<file path="src/rtl/cf_spi_pkg.sv">
// Shared definitions for the SPI target engine: FSM encoding, synchronizer depth
// and byte width.
package cf_spi_pkg;
  localparam int SYNC_STAGES = 2;
  localparam int BYTE_W      = 8;

  typedef enum logic {
    ST_IDLE   = 1'b0,
    ST_ACTIVE = 1'b1
  } state_t;
endpackage

</file>
<file path="src/rtl/cf_spi_target_fifo.sv">
// Synchronous byte FIFO with flush; head is visible combinationally on dout.
module cf_spi_target_fifo
  import cf_spi_pkg::*;
#(
  parameter int FAW = 4
) (
  input  logic              clk,
  input  logic              rst,
  input  logic              flush,
  input  logic              push,
  input  logic [BYTE_W-1:0] din,
  input  logic              pop,
  output logic [BYTE_W-1:0] dout,
  output logic              empty,
  output logic              full,
  output logic [FAW:0]      level
);
  localparam int DEPTH = 1 << FAW;

  logic [BYTE_W-1:0] r_mem [DEPTH];
  logic [FAW:0]      r_wp;
  logic [FAW:0]      r_rp;
  logic              w_push;
  logic              w_pop;

  // Pointers carry one extra wrap bit so full and empty are distinguishable.
  assign level  = r_wp - r_rp;
  assign empty  = (level == '0);
  assign full   = (level == (FAW+1)'(DEPTH));
  assign w_push = push && !full && !flush;
  assign w_pop  = pop && !empty && !flush;
  assign dout   = r_mem[r_rp[FAW-1:0]];

  always_ff @(posedge clk) begin
    if (rst) begin
      r_wp <= '0;
      r_rp <= '0;
      for (int i = 0; i < DEPTH; i++) r_mem[i] <= '0;
    end else if (flush) begin
      r_wp <= '0;
      r_rp <= '0;
    end else begin
      if (w_push) begin
        r_mem[r_wp[FAW-1:0]] <= din;
        r_wp                 <= r_wp + 1'b1;
      end
      if (w_pop) r_rp <= r_rp + 1'b1;
    end
  end
endmodule

</file>
<file path="src/rtl/cf_spi_target.sv">
// SPI target engine: synchronizes the external bus into clk, shifts bytes in on
// mosi / out on miso in any CPOL/CPHA mode, and buffers both directions in FIFOs.
module cf_spi_target
  import cf_spi_pkg::*;
#(
  parameter int         FAW       = 4,
  parameter logic [7:0] IDLE_BYTE = 8'hFF
) (
  input  logic           clk,
  input  logic           rst,
  input  logic           enable,
  input  logic           CPOL,
  input  logic           CPHA,
  input  logic           wr,
  input  logic [7:0]     datai,
  input  logic           rd,
  output logic [7:0]     datao,
  input  logic           rx_en,
  input  logic           rx_flush,
  input  logic           tx_flush,
  input  logic [FAW-1:0] rx_threshold,
  input  logic [FAW-1:0] tx_threshold,
  output logic           rx_empty,
  output logic           rx_full,
  output logic           tx_empty,
  output logic           tx_full,
  output logic [FAW:0]   rx_level,
  output logic [FAW:0]   tx_level,
  output logic           rx_level_above,
  output logic           tx_level_below,
  output logic           busy,
  output logic           done,
  output logic           rx_overrun,
  output logic           tx_underrun,
  input  logic           sclk,
  input  logic           csb,
  input  logic           mosi,
  output logic           miso,
  output logic           miso_oe
);
  logic [SYNC_STAGES-1:0] r_sclk_sync;
  logic [SYNC_STAGES-1:0] r_csb_sync;
  logic [SYNC_STAGES-1:0] r_mosi_sync;
  logic                   r_sclk_p2;
  logic                   r_csb_p2;
  logic                   w_sclk;
  logic                   w_csb;
  logic                   w_mosi;
  logic                   w_lead;
  logic                   w_trail;
  logic                   w_csb_fall;
  logic                   w_csb_rise;

  state_t                 r_state;
  state_t                 w_state_nxt;
  logic                   w_enter;
  logic                   w_run;
  logic                   w_sample;
  logic                   w_wrap;
  logic                   w_boundary;
  logic                   w_shift;
  logic                   w_load;
  logic [7:0]             w_tx_head;
  logic [7:0]             w_tx_byte;
  logic                   w_rx_push;

  logic [2:0]             r_cnt;
  logic [6:0]             r_rx_sh;
  logic [7:0]             r_rx_byte;
  logic [7:0]             r_tx_sh;
  logic                   r_wrap_pend;
  logic                   r_done;
  logic                   r_tx_underrun;
  logic                   r_miso;

  // Synchronizer stages plus one edge-detect register, reset to the idle bus.
  always_ff @(posedge clk) begin
    if (rst) begin
      r_sclk_sync <= {SYNC_STAGES{CPOL}};
      r_csb_sync  <= '1;
      r_mosi_sync <= '0;
      r_sclk_p2   <= CPOL;
      r_csb_p2    <= 1'b1;
    end else begin
      r_sclk_sync <= {r_sclk_sync[SYNC_STAGES-2:0], sclk};
      r_csb_sync  <= {r_csb_sync[SYNC_STAGES-2:0], csb};
      r_mosi_sync <= {r_mosi_sync[SYNC_STAGES-2:0], mosi};
      r_sclk_p2   <= w_sclk;
      r_csb_p2    <= w_csb;
    end
  end

  assign w_sclk     = r_sclk_sync[SYNC_STAGES-1];
  assign w_csb      = r_csb_sync[SYNC_STAGES-1];
  assign w_mosi     = r_mosi_sync[SYNC_STAGES-1];
  assign w_lead     = (r_sclk_p2 == CPOL) && (w_sclk != CPOL);
  assign w_trail    = (r_sclk_p2 != CPOL) && (w_sclk == CPOL);
  assign w_csb_fall = r_csb_p2 && !w_csb;
  assign w_csb_rise = !r_csb_p2 && w_csb;

  always_ff @(posedge clk) begin
    if (rst) r_state <= ST_IDLE;
    else     r_state <= w_state_nxt;
  end

  always_comb begin
    w_state_nxt = r_state;
    case (r_state)
      ST_IDLE:   if (w_csb_fall && enable) w_state_nxt = ST_ACTIVE;
      ST_ACTIVE: if (w_csb_rise || !enable) w_state_nxt = ST_IDLE;
      default:   w_state_nxt = ST_IDLE;
    endcase
  end

  always_comb begin
    busy    = (r_state == ST_ACTIVE);
    miso_oe = (r_state == ST_ACTIVE);
  end

  // CPHA=0 samples on the leading edge, so its byte boundary is the trailing edge
  // that follows the counter wrap; CPHA=1 wraps and reloads on the same edge.
  assign w_enter    = (r_state == ST_IDLE) && (w_state_nxt == ST_ACTIVE);
  assign w_run      = (r_state == ST_ACTIVE) && (w_state_nxt == ST_ACTIVE);
  assign w_sample   = w_run && (CPHA ? w_trail : w_lead);
  assign w_wrap     = w_sample && (r_cnt == 3'd7);
  assign w_boundary = w_run && (CPHA ? w_wrap : (w_trail && r_wrap_pend));
  assign w_shift    = w_run && (CPHA ? w_lead : (w_trail && !r_wrap_pend));
  assign w_load     = w_enter || w_boundary;
  assign w_tx_byte  = tx_empty ? IDLE_BYTE : w_tx_head;

  always_ff @(posedge clk) begin
    if (rst) begin
      r_cnt         <= '0;
      r_rx_sh       <= '0;
      r_rx_byte     <= '0;
      r_tx_sh       <= '0;
      r_wrap_pend   <= 1'b0;
      r_done        <= 1'b0;
      r_tx_underrun <= 1'b0;
      r_miso        <= 1'b0;
    end else begin
      r_done        <= 1'b0;
      r_tx_underrun <= w_load && tx_empty;
      if (!w_run) begin
        r_cnt       <= '0;
        r_rx_sh     <= '0;
        r_wrap_pend <= 1'b0;
      end else begin
        if (w_sample) begin
          r_cnt   <= r_cnt + 3'd1;
          r_rx_sh <= {r_rx_sh[5:0], w_mosi};
        end
        if (w_wrap) begin
          r_rx_byte <= {r_rx_sh, w_mosi};
          r_done    <= 1'b1;
        end
        if (w_wrap && !CPHA)  r_wrap_pend <= 1'b1;
        else if (w_boundary)  r_wrap_pend <= 1'b0;
      end
      if (w_load) begin
        if (CPHA) begin
          r_tx_sh <= w_tx_byte;
        end else begin
          r_miso  <= w_tx_byte[7];
          r_tx_sh <= {w_tx_byte[6:0], 1'b0};
        end
      end else if (w_shift) begin
        r_miso  <= r_tx_sh[7];
        r_tx_sh <= {r_tx_sh[6:0], 1'b0};
      end
    end
  end

  assign miso        = r_miso;
  assign done        = r_done;
  assign tx_underrun = r_tx_underrun;
  assign w_rx_push   = r_done && rx_en && !rx_full;
  assign rx_overrun  = r_done && rx_en && rx_full;

  assign rx_level_above = (rx_level > {1'b0, rx_threshold});
  assign tx_level_below = (tx_level < {1'b0, tx_threshold});

  cf_spi_target_fifo #(.FAW(FAW)) u_rx_fifo (
    .clk   (clk),
    .rst   (rst),
    .flush (rx_flush),
    .push  (w_rx_push),
    .din   (r_rx_byte),
    .pop   (rd),
    .dout  (datao),
    .empty (rx_empty),
    .full  (rx_full),
    .level (rx_level)
  );

  cf_spi_target_fifo #(.FAW(FAW)) u_tx_fifo (
    .clk   (clk),
    .rst   (rst),
    .flush (tx_flush),
    .push  (wr),
    .din   (datai),
    .pop   (w_load && !tx_empty),
    .dout  (w_tx_head),
    .empty (tx_empty),
    .full  (tx_full),
    .level (tx_level)
  );
endmodule

</file>
<file path="config.mk">
export PLATFORM = sky130hd
export DESIGN_NAME = cf_spi_target
export DESIGN_NICKNAME = d
export VERILOG_FILES = /design/src/rtl/cf_spi_pkg.sv /design/src/rtl/cf_spi_target_fifo.sv /design/src/rtl/cf_spi_target.sv
export SDC_FILE = /design/constraint.sdc
export NUM_CORES = 1
export LEC_CHECK = 0
export ABC_AREA = 1
export CAP_MARGIN = 20
export CORE_MARGIN = 5
export CORE_UTILIZATION = 61
export CTS_CLUSTER_SIZE = 28
export DETAILED_ROUTE_END_ITERATION = 10
export PLACE_DENSITY = 0.9
export SYNTH_ARGS = -nofsm -noshare
export SYNTH_HDL_FRONTEND = slang
export SYNTH_SLANG_ARGS = --single-unit
</file>
<file path="constraint.sdc">
create_clock -name clk -period 4.15 [get_ports clk]
set_input_delay 0.83 -clock clk [delete_from_list [all_inputs] [get_ports clk]]
set_output_delay 0.83 -clock clk [all_outputs]
set_load 0.01 [all_outputs]
</file>
Word level (Yosys, flattened, before mapping)
Memories as Yosys holds them, arrays and structs flattened. A register that Yosys moved wholly into a read port is not among the register bits.
Index checks and enable logic that the tools add are counted.

cells by class
  add/sub/neg operators = 7
  $mul = 0
  div/mod/pow operators = 0
  order comparisons = 2
  eq/ne operators = 8
  shift-type cells = 0
  muxes and demuxes = 38
  bitwise logic cells = 2
  reductions and logical operators = 51

operator list
  operator                                                       count
  8-bit 2-to-1 mux                                               6
  1-bit logical AND                                              27
  1-bit 2-to-1 mux                                               24
  4-bit 2-to-1 mux                                               6
  5-bit by 1-bit adder with 5-bit output, second input constant  4
  8-bit OR reduction                                             2
  1-bit logical NOT                                              11
  5-bit equality test, second input constant                     2
  5-bit logical NOT                                              2
  5-bit subtractor                                               2
  2-bit OR reduction                                             3
  5-bit by 4-bit greater-than comparator with 1-bit output       1
  5-bit by 4-bit less-than comparator with 1-bit output          1
  2-bit AND reduction                                            2
  2-bit nonzero test                                             2
  3-bit by 1-bit adder with 3-bit output, second input constant  1
  3-bit equality test, second input constant                     1
  1-bit equality test                                            2
  1-bit logical OR                                               2
  2-bit 2-to-1 mux                                               1
  1-bit inequality test                                          2
  2-bit inequality test, second input constant                   1
  1-bit NOT                                                      2
  1-bit one-hot mux with 2 select lines                          1

storage, ports and cells
  register bits = 59
  bits in latches = 0
  bits in writable memories = 256
  ROM bits = 0
  output and inout bits = 30
  word-level logic and storage cells = 128
  memories = 2

memories
  name             words  bits a word  read ports  clocked after Yosys merged registers in  wr ports  RTL line                  text
  u_rx_fifo.r_mem  16     8            1           1                                        16        cf_spi_target_fifo.sv:20  logic [BYTE_W-1:0] r_mem [DEPTH];
  u_tx_fifo.r_mem  16     8            1           1                                        16        cf_spi_target_fifo.sv:20

Depth between registers and ports, before layout
  depth in word-level cells = 16
  mapped depth = 14

Modules after synthesis
A second synthesis with hierarchy kept.

unflattened totals
  cell total of the unflattened synthesis = 1,613
  area total of the unflattened synthesis = 15,867.7 um^2

modules (own cells, without submodules)
  module                          instances  cells each  area each (um^2)  sequential area each (um^2)
  cf_spi_target_fifo (u_tx_fifo)  1          669         6,949.2           4,124.0
  cf_spi_target_fifo (u_rx_fifo)  1          670         6,936.7           4,124.0
  cf_spi_target                   1          274         1,981.9           780.7

Least setup slack after synthesis
Ideal clock, no wire load.

  path type = reg-to-reg
  from = register u_rx_fifo.r_wp[0]
  to = memory u_rx_fifo.r_mem[12][0], enable pin
  setup time = 384 ps
  arrival time = 2,644 ps
  required time = 3,766 ps
  slack = 1,122 ps
  cell stages (with the launch flop) = 12
  path buffers = 0
  period minus slack after synthesis = 3,028 ps
  cells stage by stage = dfxtp_1 > inv_1 > ha_1 > inv_1 > fa_1 > xor2_1 > nor3_1 > nand3_1 > nand2_2 > nor2_4 > nand2_1 > o21ai_0

RTL lines
  what                      RTL line                  text
  start: declaration        cf_spi_target_fifo.sv:21  logic [FAW:0] r_wp;
  start signal: assignment  cf_spi_target_fifo.sv:45  r_wp <= r_wp + 1'b1;
  end: declaration          cf_spi_target_fifo.sv:20

Final worst setup path
  from = register u_rx_fifo.r_wp[0]
  to = output port rx_level_above

on the way
  cells in the longest elaborated chain, start to end = 2

ends and longest elaborated chain
  what                                                      RTL line                  text
  5-bit subtractor                                          cf_spi_target_fifo.sv:27  assign level = r_wp - r_rp;
  5-bit by 4-bit greater-than comparator with 1-bit output  cf_spi_target.sv:180      assign rx_level_above = (rx_level > {1'b0, rx_threshold});
  end: declaration                                          cf_spi_target.sv:29       output logic rx_level_above,

No other way between the ends.

==> flow_metrics.py <==
metrics = {
    "outcome": {
        "status": "complete, no violations",
    },
    "synthesis": {
        "ys_types": 36,
        "yosysSeqAreaShare": 0.5752,
        "synth_nets": 1768,
        "syn_area_sq_mm": 0.01570,
        "postSynthAreaPerCell_sq_um": 9.179,
        "netlist_instances": 1710,
        "synth_warnings": 0,
        "ys_ff_latch": 323,
    },
    "floorplanning": {
        "start_util": 0.6215,
        "die_h_microns": 170.4,
        "core_area_sq_mm": 0.02525,
        "num_rows": 58,
        "die_area_sq_mm": 0.02904,
        "die_w_microns": 170.4,
        "ios": 59,
    },
    "timing": {
        "slew_viol_final": 0,
        "post-route-min-period_ns": 4.010,
        "maxSlewHeadroom": 0.3186,
        "rsz0062_at_grt": "false",
        "setup_viol": 0,
        "finalHoldViolCount": 0,
        "fin_crit_sh": 0.9662,
        "fmax_ghz": 0.2494,
        "setup_tns_ns": 0,
        "clock_skew_ns": 0.009888,
        "worstMarginPinSlew_ns": 1.021,
    },
    "worst_setup_path": {
        "cp_cell_sequence": "inv_1, ha_1, inv_1, fa_1, xor2_1, ha_1, nand2_1, o21ai_1, o21ai_0, nand2_1, clkdlybuf4s50_1",
        "cpPeakStageDelay_ns": 0.55,
        "slowest_stage": "clkdlybuf4s50_1",
        "crit_type": "register to output port",
        "path_depth": 11,
        "worst-path-buf-inv": 3,
        "crit_fanout": 6,
        "rr_worst_depth": 13,
        "cp_top_family": "adder cells",
        "endpoint_kind": "output port",
        "crit_arrival_ns": 3.18,
        "start_kind": "register",
        "cp.required_ns": 3.32,
    },
    "finish": {
        "final_cells": 2086,
        "utilization": 0.6961,
        "finalInstanceArea_sq_mm": 0.01758,
        "layout-area-overhead-vs-synth_pct": 12.00,
        "n_antenna_cell": 0,
        "layout-drive-gt1-share": 0.06207,
        "final_cell_mix": "349 x nand2_1, 288 x nor2_1, 256 x edfxtp_1, 196 x inv_1, 140 x nand3_1",
        "fillers": 1686,
        "nets": 1790,
        "mostFrequentLayoutCell": "nand2_1",
    },
    "placement": {
        "place_area_sq_mm": 0.01646,
        "place_inst": 2027,
        "place.gp.congestion": 0.8886,
        "dpl.hpwl_microns": 23590,
        "io_buffers": 58,
    },
    "detailed_routing": {
        "first_iter_violations": 1480,
        "avgViaCountPerCell": 5.879,
        "wirelength_met1_microns": 13460,
        "drt_wl_total_microns": 37960,
        "dr_wl_met2_microns": 19260,
        "ant_nets": 0,
        "wl_per_cell_microns": 18.20,
        "dr.pass1.iters": 6,
        "vias": 12260,
        "wl_met3_microns": 3265,
        "drc_errors": 0,
        "top_layer": "met4",
    },
    "power_and_ir_drop": {
        "powerDensity_mw_per_mm2": 410.8,
        "p_comb_frac": 0.089,
        "p_sw_w": 0.001695,
        "p_seq_frac": 0.508,
        "p_sw_frac": 0.2348,
        "p_int_w": 0.005526,
        "p_leak_nw": 6.924,
        "clkPwrFrac": 0.403,
        "ir_drop_mv": 0.3863,
    },
    "grt": {
        "antenna_found_initial": 0,
        "gr-total-overflow": 0,
        "grt_max_degree": 65,
        "grt_usage": 0.2561,
        "grt_pass1_wl_microns": 59570,
        "grt_pass1_vias": 12020,
    },
    "clock_tree": {
        "cts_buffers": 31,
        "cts_buffer_depth": 3,
        "clk_pin_slew_ns": 0.07,
        "clk_latency_ns": 0.56,
        "htree_levels": 1,
        "cts_root_buffer": "clkbuf_16",
        "cts_sinks": 323,
        "cts_tree": "built",
    },
    "run": {
        "cap_violations": 0,
    },
    "hold_path": {
        "hold_depth": 1,
        "holdCritPathClass": "register to register",
    },
}
-- per-layer routing --
layer	global-route usage	vias up
met2	0.4512	753
met1	0.3090	5663
li1	-	5684
met4	0.1288	0
met3	0.03415	163
met5	0	-
-- cell families after synthesis --
kind of cell / after synthesis / synth area share
buf+inv: 298 / 0.07382
fa+ha+maj: 29 / 0.02407
flops: 323 / 0.5752
compound gates: 176 / 0.06170
simple gates: 837 / 0.2364
mux: 32 / 0.02041
xor+xnor: 15 / 0.008370
-- power groups by stage --
stage	Clock [W]	Sequential, W	Combinational, W
6_report	0.00291	0.00367	0.000645
5_1_grt	0.00304	0.00368	0.000702
4_1_cts	0.00290	0.00366	0.000633
3_5_place_dp	0	0.00373	0.000615
3_3_place_gp	0	0.00373	0.000593
2_1_floorplan	0	0.00370	0.000399
-- layout make-up --
type                       instances  area [sq um]  area share
sequential                       323          9036      0.5140
timing repair buffer              76         743.2     0.04228
clock buffer                      46         965.9     0.05495
tap                              330         412.9     0.02349
inverter                         211         792.0     0.04505
clock inverter                    11         100.1    0.005694
multi-input combinational       1089          5529      0.3145
-- final timing paths --
kind / start / end / slack [ns]
min: r_csb_sync[0]$_SDFF_PP1_ / r_csb_sync[1]$_SDFF_PP1_ / 0.41
max: u_rx_fifo.r_wp[0]$_SDFFE_PP0P_ / rx_level_above / 0.14
min reg2reg: r_csb_sync[0]$_SDFF_PP1_ / r_csb_sync[1]$_SDFF_PP1_ / 0.41
max reg2reg: u_tx_fifo.r_wp[0]$_SDFFE_PP0P_ / u_tx_fifo.r_mem[9][2]$_SDFFCE_PN0P_ / 0.68
-- worst reg2reg max path, cell delays in order, from the launching register on --
cell and delay, ns:
dfxtp_1 0.36, inv_1 0.16, ha_1 0.17, inv_1 0.06, fa_1 0.40, nand3_1 0.10, nand2_1 0.07, xnor2_1 0.23
inv_2 0.09, nand3_2 0.10, nand2_2 0.10, nor2_4 0.48, nand3_1 0.41, nand2_1 0.41
-- per-stage QoR --
step	worst slack [ns]	power (W)	hold slack [ns]
3_3_place_gp	0.6355	0.004318	0.3954
4_1_cts	0.03393	0.007202	0.4090
3_5_place_dp	0.5403	0.004347	0.3969
6_report	0.1404	0.007221	0.4078
2_1_floorplan	1.122	0.004096	0.3883
5_1_grt	0.01940	0.007413	0.4363
-- synth_stat cells --
master,n,share of area
nand2_1,349,0.083
nor2_1,288,0.069
edfxtp_1,256,0.49
inv_1,196,0.047
nand3_1,140,0.045
o21ai_0,72,0.023
a21oi_1,69,0.022
dfxtp_1,67,0.085
clkbuf_1,63,0.015
mux2i_1,32,0.020
o211ai_1,32,0.015
ha_1,27,0.022
nand4_1,16,0.0064
buf_2,14,0.0045
nor3_1,13,0.0041
clkinv_1,10,0.0024
nand3_4,10,0.011
xor2_1,9,0.0050
nand4_4,8,0.011
buf_1,7,0.0017
xnor2_1,6,0.0033
inv_2,5,0.0012
nand2_2,3,0.0012
a21o_1,2,0.00096
fa_1,2,0.0026
nand4_2,2,0.0016
nor2_4,2,0.0014
or2_2,2,0.00080
a211oi_1,1,0.00048
and2_1,1,0.00040
buf_4,1,0.00048
buf_6,1,0.00072
buf_8,1,0.00096
nand3_2,1,0.00064
nand3b_1,1,0.00048
nor4_1,1,0.00040
-- registers in the layout, summed over array words and instances, names as in the netlist, named ones only --
register	flops
u_tx_fifo.r_mem	128
r_tx_sh	8
r_wrap_pend	1
u_rx_fifo.r_rp	5
r_cnt	3
u_tx_fifo.r_rp	5
u_rx_fifo.r_wp	5
r_rx_byte	8
miso	1
busy	1
u_rx_fifo.r_mem	128
done	1
r_sclk_sync	2
r_csb_p2	1
u_tx_fifo.r_wp	5
r_mosi_sync	2
r_sclk_p2	1
r_csb_sync	2
r_rx_sh	7
tx_underrun	1
-- timing repair --
item,CTS,global route
setup buffers,0,1
hold buffers,0,0
endpoints found under the setup margin,1,2
gates resized for setup,1,5
pin swaps,0,1
No activity file was read; power rests on OpenSTA's default activity.
==> edit 1 (config.mk and constraints unchanged) <==
Register the outputs `rx_level_above`, `tx_level_below` and `rx_overrun`; this adds one clock of latency there. The other outputs are not delayed to match.
--- a/src/rtl/cf_spi_target.sv
+++ b/src/rtl/cf_spi_target.sv
@@ -176,8 +176,10 @@
   assign tx_underrun = r_tx_underrun;
   assign w_rx_push   = r_done && rx_en && !rx_full;
-  assign rx_overrun  = r_done && rx_en && rx_full;
-
-  assign rx_level_above = (rx_level > {1'b0, rx_threshold});
-  assign tx_level_below = (tx_level < {1'b0, tx_threshold});
+  always_ff @(posedge clk) begin
+    rx_level_above <= (rx_level > {1'b0, rx_threshold});
+    tx_level_below <= (tx_level < {1'b0, tx_threshold});
+    rx_overrun     <= r_done && rx_en && rx_full;
+  end
+
 
   cf_spi_target_fifo #(.FAW(FAW)) u_rx_fifo (
Formal check against the unedited RTL: not equivalent (a bounded check fails within 4 cycles, from zero or initial values and one cycle with rst high).
==> edit 1 against the original RTL <==
- wire length grew 1.3%
- cell area rose by 0.32%
- die area rose by 0.36%
- power is 1.4% higher
- first-iteration DRC count increased by 3.8%
- synthesized area increased by 0.38%
- utilization is essentially flat
- sequential cell count grew 3
- worst setup slack improved by 0.036 ns
- critical path type unchanged
==> edit 1: results (changes against the original RTL) <==
metric;value;unit;change
met2 usage;47.08;%;+2.0 points
Synth Area in XOR/XNOR;0.8338;%;-0.0032 points
Critical Path AT;3.14;ns;-0.04 ns
HPWL after DPL;24.26;mm;+2.8%
beginning of the worst hold path;r_csb_sync[0]$_SDFF_PP1_;;
clk slew on worst S/H paths;0.06;ns;
Num CTS Buffers;34;;+9.7%
synth warn;0;;unchanged
post_cts resized;0;;-1
sequential element share of the synthesized area;57.68;%;+0.16 points
largest fanout on the critical path;27;;+21
DRT Wirelength;38.46;mm;+1.3%
Post-synth EDFFs;256;;unchanged
CP endpoint;tx_empty;;
filler instances;1714;;+1.7%
clk_lat worst skew;0.52;ns;-0.04 ns
M3 GR Usage;4.991;%;+1.6 points
crit-path max cell delay;0.54;ns;
port bufs;58;;unchanged
clk_skew;0.02831;ns;+0.01842 ns
Lkg Pwr;6.943;nW;+0.28%
Clock H-tree levels;2;;+1
first-pass GRT wire length;61.00;mm;+2.4%
M1 GR Usage;31.25;%;+0.36 points
multiplexer area fraction after synthesis;2.033;%;-0.0078 points
Placement Cell Area;16560;µm²;+0.58%
Synth area leaders;edfxtp_1 (49%), dfxtp_1 (8.9%), nand2_1 (8.3%), nor2_1 (6.9%), inv_1 (4.7%);;
Slowest cell on crit path;clkdlybuf4s50_1;;
Synth Area in Compound Gates;6.146;%;-0.024 points
Setup Fix Bufs, Post-CTS;0;;unchanged
CP Launch Point;u_tx_fifo.r_wp[0]$_SDFFE_PP0P_;;
layout cells sized above 1;5.959;%;-0.25 points
Max IR drop VDD;362.6;µV;-6.1%
post-synthesis async set-or-reset flop share;0;%;unchanged
f_max;251.6;MHz;+0.90%
Tot GR Track Use;26.22;%;+0.61 points
Vias;12400;;+1.1%
FF-to-FF path depth;11;;-2
sum of negative setup slack;0;ns;unchanged
hold slack;0.4127;ns;+0.004912 ns
Initial DRC Count;1536;;+3.8%
capturing point of the worst reg2reg path;u_rx_fifo.r_mem[2][3]$_SDFFCE_PN0P_;;
Total Nets Final;1797;;+0.39%
relative slew slack;27.32;%;-4.5 points
placer congestion estimate;0.9072;;+2.1%
Regs by FF count;u_rx_fifo.r_mem x128, u_tx_fifo.r_mem x128;;
pre-CTS setup slack;0.5609;ns;+0.02057 ns
initial antenna violation count;0;;unchanged
reg2reg setup slack;0.65;ns;-0.03 ns
drt pass-1 iters;8;;+2
adder-cell share of the synthesized area;2.398;%;-0.0092 points
status;finished, final reports clean;;
FF-to-FF Start;u_rx_fifo.r_wp[0]$_SDFFE_PP0P_;;
internal power;0.005615;W;+1.6%
-- edit 1: layer usage --
layer / vias to the layer above / wire length (µm) / share of wire (%)
met5: - / 0 / 0
met4: 0 / 1302 / 3.4
met3: 123 / 3527 / 9.2
met2: 703 / 19870 / 52
met1: 5876 / 13760 / 36
li1: 5694 / - / -
-- edit 1: per-stage QoR --
stage,utilization [%],std cells
2_1_floorplan,-,1713
3_3_place_gp,65.37,2033
3_5_place_dp,65.37,2033
4_1_cts,69.63,2092
5_1_grt,69.63,2092
6_report,69.63,2092
-- edit 1: logic make-up after synthesis --
logic type | Yosys count
XOR/XNOR | 15
buffers and inverters | 298
flip-flops | 326
adder cells (fa/ha/maj) | 29
AND/OR/NAND/NOR | 837
multiplexers | 32
AO/OA/AOI/OAI | 176
-- edit 1: cell type report --
type / count / share of cell area [%]
clock buffers: 43 / 5.364
clock inverters: 16 / 0.7591
inverters: 211 / 4.491
multi-input cells: 1089 / 31.24
flip-flops and latches: 326 / 51.56
well taps: 330 / 2.341
repair buffers: 77 / 4.243
-- edit 1: critical path, delay by kind of cell (launching register included) --
| kind | cells | cell delay, ns |
|---|---|---|
| xor gates and xnor gates | 1 | 0.23 |
| adders and majority gates | 2 | 0.59 |
| buffers and inverters | 5 | 1.08 |
| DFF | 1 | 0.34 |
| and+or+nand+nor | 2 | 0.39 |
-- edit 1: power groups by stage --
stage | sequential [W] | combinational (W) | clock, W
after global placement | 0.00376 | 0.000600 | 0
after floorplan | 0.00374 | 0.000396 | 0
after detailed placement | 0.00377 | 0.000624 | 0
after global routing | 0.00371 | 0.000698 | 0.00313
final | 0.00370 | 0.000642 | 0.00298
after CTS | 0.00370 | 0.000633 | 0.00297
==> edit 2 (same flow settings) <==
Without the edit above. `FAW` is set to 4 in 2 places; all go to 5.
--- a/src/rtl/cf_spi_target_fifo.sv
+++ b/src/rtl/cf_spi_target_fifo.sv
@@ -3,5 +3,5 @@
   import cf_spi_pkg::*;
 #(
-  parameter int FAW = 4
+  parameter int FAW = 5
 ) (
   input  logic              clk,
--- a/src/rtl/cf_spi_target.sv
+++ b/src/rtl/cf_spi_target.sv
@@ -4,5 +4,5 @@
   import cf_spi_pkg::*;
 #(
-  parameter int         FAW       = 4,
+  parameter int         FAW       = 5,
   parameter logic [7:0] IDLE_BYTE = 8'hFF
 ) (
Interface: changed (resized rx_level, rx_threshold, tx_level and tx_threshold); port bits go from 59 to 63. The function was not compared with the original's and may differ.
==> edit 2 against the original RTL <==
- sequential cell count rose by 262
- critical path depth shrank 6
- clock skew rose by 0.028 ns
- cell area is 75% higher
- via count rose by 84%
- combinational power grew 58%
- power rose by 78%
- clock power up 78%
- worst setup slack worse by 0.082 ns
- hold slack improved by 0.0027 ns
- synthesized area grew 78%
- wire length rose by 98%
- critical path type unchanged
- largest cell class unchanged
- largest power group unchanged
==> edit 2: results (changes against the original RTL) <==
metric;value;unit;change
status;finished, final reports clean;;
multiplexer area fraction after synthesis;0;%;-2.0 points
DR WL met2;36.70;mm;+91%
drt pass-1 iters;7;;+1
met2 usage;49.96;%;+4.8 points
Max IR drop VDD;337.4;µV;-13%
capturing point of the worst reg2reg path;u_rx_fifo.r_mem[30][7]$_SDFFCE_PN0P_;;
largest net degree at the start of global routing;105;;+62%
FF-to-FF Start;u_rx_fifo.r_wp[0]$_SDFFE_PP0P_;;
Synth Area in XOR/XNOR;0.5656;%;-0.27 points
port bufs;62;;+6.9%
Post-synth EDFFs;512;;+100%
Lkg Pwr;11.63;nW;+68%
Signal inverters;227;;+7.6%
largest fanout on the critical path;12;;+6
post_cts resized;5;;+4
wl on met1;24.76;mm;+84%
Synth Area in Compound Gates;6.782;%;+0.61 points
layout cells sized above 1;8.124;%;+1.9 points
register share of the cell area;54.76;%;+3.4 points
filler instances;3116;;+85%
HPWL after DPL;46.19;mm;+96%
clk tree area frac;6.117;%;+0.053 points
Regs by FF count;u_rx_fifo.r_mem x256, u_tx_fifo.r_mem x256;;
Finished Layout Cells;3591;;+72%
Initial DRC Count;3753;;+150%
CP endpoint;datao[2];;
Synth area leaders;edfxtp_1 (55%), nor2_1 (8.7%), nand2_1 (7.1%), dfxtp_1 (5.2%), nand3_1 (4.1%);;
placer congestion estimate;0.9718;;+9.4%
multi-input combinational area share;30.44;%;-1.0 points
sequential element share of the synthesized area;60.40;%;+2.9 points
M1 GR Usage;35.46;%;+4.6 points
Clock H-tree levels;2;;+1
Crit path max-delay family;buffers and inverters;;
commonest cells in the netlist;nor2_1 (648), nand2_1 (525), edfxtp_1 (512), nand3_1 (226), inv_1 (218);;
Placement Cell Area;28830;µm²;+75%
average size of a mapped cell;9.348;µm²;+1.8%
Clk power;0.00517;W;+78%
Netlist cell types;43;;+19%
Psw;0.003095;W;+83%
Slowest cell on crit path;dfxtp_1;;
met3 wire length;8.624;mm;+160%
crit-path max cell delay;0.69;ns;+0.14 ns
Tot GR Track Use;29.26;%;+3.7 points
relative slew slack;26.16;%;-5.7 points
CLK BUF;71;;+54%
adder-cell share of the synthesized area;1.535;%;-0.87 points
Buffers, non-clock;110;;+45%
## edit 2: worst min-delay path by stage
| stage | to | slack (ns) | start | depth (start not counted) |
|---|---|---|---|---|
| floorplan | r_mosi_sync[1]$_SDFF_PP0_ | 0.39 | r_mosi_sync[0]$_SDFF_PP0_ | 2 |
| global placement | r_csb_sync[1]$_SDFF_PP1_ | 0.40 | r_csb_sync[0]$_SDFF_PP1_ | 1 |
| detailed placement | r_mosi_sync[1]$_SDFF_PP0_ | 0.40 | r_mosi_sync[0]$_SDFF_PP0_ | 2 |
| CTS | r_mosi_sync[1]$_SDFF_PP0_ | 0.41 | r_mosi_sync[0]$_SDFF_PP0_ | 2 |
| global route | r_mosi_sync[1]$_SDFF_PP0_ | 0.44 | r_mosi_sync[0]$_SDFF_PP0_ | 2 |
| finish | r_mosi_sync[1]$_SDFF_PP0_ | 0.41 | r_mosi_sync[0]$_SDFF_PP0_ | 2 |
